<file path="src/rtl/main_fifo_reader.sv">
// Read-side controller for the main FIFO: pops words, routes each to VC0/VC1 by a
// destination bit, parks one word in a hold register under pause back-pressure.
module main_fifo_reader #(
    parameter int DATA_W       = 6,
    parameter int DEST_BIT     = 4,
    parameter int HOLD_TIMEOUT = 15
) (
    input  logic              clk,
    input  logic              reset,
    input  logic              enable,
    input  logic              fifo_empty,
    input  logic [DATA_W-1:0] fifo_data,
    input  logic [1:0]        pause,
    output logic              fifo_rd,
    output logic [1:0]        push,
    output logic [DATA_W-1:0] data_out,
    output logic [7:0]        fwd_count,
    output logic              stall_err
);

    localparam int CNT_W = $clog2(HOLD_TIMEOUT + 1);

    typedef enum logic [1:0] {IDLE, RUN, HOLD} state_t;

    state_t            state;
    logic              ret_valid;
    logic [DATA_W-1:0] hold_data;
    logic [CNT_W-1:0]  hold_cnt;
    logic              ret_dest;
    logic              hold_dest;
    logic              blocked;

    assign ret_dest  = fifo_data[DEST_BIT];
    assign hold_dest = hold_data[DEST_BIT];
    assign blocked   = ret_valid & pause[ret_dest];

    // Gating on blocked guarantees no second word is in flight when HOLD is entered.
    assign fifo_rd = (state == RUN) & enable & ~fifo_empty & ~blocked;

    always_ff @(posedge clk) begin
        if (!reset) begin
            state     <= IDLE;
            ret_valid <= 1'b0;
            hold_data <= '0;
            hold_cnt  <= '0;
            push      <= 2'b00;
            data_out  <= '0;
            fwd_count <= 8'd0;
            stall_err <= 1'b0;
        end else begin
            ret_valid <= fifo_rd;
            push      <= 2'b00;
            case (state)
                IDLE: begin
                    if (enable)
                        state <= RUN;
                end
                RUN: begin
                    if (blocked) begin
                        hold_data <= fifo_data;
                        hold_cnt  <= '0;
                        state     <= HOLD;
                    end else begin
                        if (ret_valid) begin
                            push[ret_dest] <= 1'b1;
                            data_out       <= fifo_data;
                            fwd_count      <= fwd_count + 8'd1;
                        end
                        if (!enable)
                            state <= IDLE;
                    end
                end
                HOLD: begin
                    if (!pause[hold_dest]) begin
                        push[hold_dest] <= 1'b1;
                        data_out        <= hold_data;
                        fwd_count       <= fwd_count + 8'd1;
                        hold_cnt        <= '0;
                        state           <= enable ? RUN : IDLE;
                    end else if (hold_cnt != CNT_W'(HOLD_TIMEOUT)) begin
                        // Counter saturates at the timeout; the error flag stays sticky.
                        hold_cnt <= hold_cnt + 1'b1;
                        if (hold_cnt == CNT_W'(HOLD_TIMEOUT - 1))
                            stall_err <= 1'b1;
                    end
                end
                default: state <= IDLE;
            endcase
        end
    end

endmodule

</file>
<file path="config.mk">
export PLATFORM = sky130hd
export DESIGN_NAME = main_fifo_reader
export DESIGN_NICKNAME = d
export VERILOG_FILES = /design/src/rtl/main_fifo_reader.sv
export SDC_FILE = /design/constraint.sdc
export NUM_CORES = 1
export LEC_CHECK = 0
export ABC_AREA = 1
export CORE_UTILIZATION = 46
export DETAILED_ROUTE_END_ITERATION = 7
export PLACE_DENSITY_LB_ADDON = 0.1
export SLEW_MARGIN = 15
export SYNTH_ARGS = -nofsm -noshare
export SYNTH_HDL_FRONTEND = slang
export SYNTH_SLANG_ARGS = --single-unit
</file>
<file path="constraint.sdc">
create_clock -name clk -period 1.5 [get_ports clk]
set_input_delay 0.3 -clock clk [delete_from_list [all_inputs] [get_ports clk]]
set_output_delay 0.3 -clock clk [all_outputs]
set_load 0.02 [all_outputs]
</file>
==> flow_metrics.tcl <==
set metrics [dict create \
    hold_slack_ns 0.477 \
    root_buffer "clkbuf_4" \
    yosys_warnings 0 \
    min_to "stall_err" \
    yosysTopAreaCell "dfxtp_1" \
    relSlewSlack_pct 75.7 \
    routed_wl_mm 3.87 \
    syn_nets 255 \
    worst_hold_path.num_cells 2 \
    clock_latency_ns 0.34 \
    dp_hpwl_mm 2.68 \
    status "complete, but fails checks" \
    diodes 0 \
    cellLeakagePower_nw 1.13 \
    synth_edf_count 0 \
    antenna_found_initial 0 \
    syn2layout_area_growth_pct 51.2 \
    crit_type "input port to output port" \
    skew_ns 0.0129 \
    cts_made_buffers 5 \
    ys_seq_area_share_pct 37.2 \
    grt_max_degree 14 \
    fin_crit_sh_pct 103 \
    setup_viol 5 \
    ir_drop_mv 1.24 \
    holdCritStartpoint "stall_err" \
    rsz0062_at_grt "true" \
    grt_usage_pct 22.7 \
    maxCapViolCount 0 \
    max_clock_freq_mhz 649 \
    worst_pin_slew_ns 0.364 \
    drc 0 \
    initial_utilization_pct 48.4 \
    avgSynthCellArea_um2 6.84 \
    synth_cells 236 \
    r2r_end "fwd_count[3]" \
    grt_pass1_wl_mm 6.19 \
    ys_ff_latch 30 \
    cp_data_required_time_ns 1.20 \
    crit_fanout 2 \
    yosys.area.top_type_share_pct 37.2 \
    via_per_inst 4.79 \
    via_count 1671 \
    power_density_nw_per_um2 1660 \
    die_x_um 61.2 \
    grt_overflow 0 \
    critPathCaptureType "output port" \
    wl_per_cell_um 11.1 \
    cts.reportedPaths.clkPinSlew_ns 0.10 \
    io_buffer_count 29 \
    drt_first_pass_iters 5 \
    post-place-ws_ns -0.599 \
    dieArea_um2 3750 \
    tritoncts "done" \
    min_path_type "register to register" \
    drtIter0Drc 58 \
    layout_min_cycle_time_ns 1.54 \
    cts_hold_buf 0 \
    grt_pass1_vias 1503 \
    power_w 0.00406 \
    place.gp.congestion 0.811 \
    synth_flop_cell "dfxtp_1" \
    hold_viol 0 \
    violations "setup timing" \
    synthArstFlopShare_pct 0 \
    syn_area_um2 1610 \
    slew_viol_final 0 \
    io_pins 30 \
    critPathArrivalTime_ns 1.24 \
    postRouteAntennaNets 0 \
    coreArea_um2 3340 \
    worst_slack_ns -0.0409 \
    rr_worst_depth 10 \
    r2r_start "state[0]" \
    reg2reg_slack_ns -0.03 \
    synth_cell_types 26 \
    rows 21 \
    max-clock-path-buffers 2 \
    htree_num_levels 2 \
    die_h_um 61.2 \
    cp-start-kind "input port" \
    drive_gt1_share_pct 28.7 \
    netlist_top_cells_area "dfxtp_1, nand2_1, nor2_1, ha_1, o21ai_0" \
    nNetsFinal 321 \
    clock_sinks 30 \
]
## synth_stat cells (2+ instances only)
cell	instances
nand2_1	50
nor2_1	50
dfxtp_1	30
inv_1	19
o21ai_0	16
a21oi_1	15
nand3_1	13
ha_1	7
nand2_2	5
inv_2	4
nand2_4	4
nor3_1	4
buf_2	2
buf_6	2
nand3_2	2
nand4_1	2
xor2_1	2
## flip-flops by register name (all words and copies together) (netlist names)
register	flops
hold_data	6
push	2
state	2
data_out	6
fwd_count	8
ret_valid	1
hold_cnt	4
stall_err	1
## cell families (layout without fill, tap and decap cells)
family	after synthesis	count (layout)	synth area share, %
xor+xnor	3	3	1.63
compound gates	34	34	10.9
flops	30	30	37.2
buf+inv	30	97	8.45
simple gates	132	132	36.4
fa+ha+maj	7	7	5.43
## where the power goes
group	switching, W	total (W)	internal [W]
Combinational	0.00114	0.00214	0.00100
Clock	0.000293	0.000858	0.000565
Sequential	0.000111	0.00106	0.000946
Total	0.00155	0.00406	0.00251
## through the flow
stage | cells | utilization [%] | setup TNS [ns] | instance area (um^2)
6_report | 349 | 73.1 | -0.128 | 2440
5_1_grt | 349 | 73.1 | -0.952 | 2440
4_1_cts | 348 | 70.8 | -0.0983 | 2360
3_5_place_dp | 338 | 65.3 | -9.25 | 2180
3_3_place_gp | 338 | 65.3 | -7.98 | 2180
2_1_floorplan | 236 | - | 0 | 1610
## worst max-delay path, cell delays in order
cell,delay [ns]
clkdlybuf4s50_1,0.42
nand3_1,0.12
nand4_1,0.12
nor2_1,0.13
buf_4,0.15
## how the worst max path moves through the flow
| stage | depth (start not counted) | from | end | slack, ns |
|---|---|---|---|---|
| after global routing | 5 | state[1] | fifo_rd | -0.11 |
| after global placement | 6 | fifo_data[4] | fifo_rd | -0.59 |
| final | 5 | pause[1] | fifo_rd | -0.04 |
| after detailed placement | 6 | fifo_data[4] | fifo_rd | -0.60 |
| after floorplan | 4 | state[1] | fifo_rd | 0.04 |
| after CTS | 5 | state[1] | fifo_rd | -0.09 |
## area by class of cell
type / count / area [um^2]
fillers: 296 / 897
inverters: 24 / 100
flip-flops and latches: 30 / 606
clock inverters: 2 / 60.1
clock buffers: 6 / 51.3
multi-input cells: 176 / 1000
well taps: 46 / 57.6
repair buffers: 65 / 563
## metal layers
metal / wire length, um / global-route usage (%)
met4: 60 / 10.4
met1: 1720 / 24.9
met3: 136 / 5.67
met5: 0 / 0
met2: 1950 / 40.8
## layout by cell type, fill, tap and decap left out, types with 3 or more instances in the layout
cell type        Yosys  layout
nor3_1               4       4
buf_4                1      32
dlygate4sd2_1        0      18
a21oi_2              0       3
clkbuf_4             0       5
ha_1                 7       4
clkdlybuf4s50_1      0      10
a21oi_1             15      11
dfxtp_1             30      28
inv_2                4       4
nand3_2              2       3
buf_6                2       4
nor2_1              50      43
nand2_4              4       7
inv_1               19      16
nand3_1             13      11
ha_4                 0       3
nand2_1             50      47
nand2_2              5       5
inv_4                1       4
nor2_2               0       7
o21ai_0             16      16
## timing repair
action	CTS	global route
endpoints found under the setup margin	40	19
pin swaps	6	13
gates resized for setup	46	17
buffers inserted	2	1
Power figures use the tool's default switching activity.
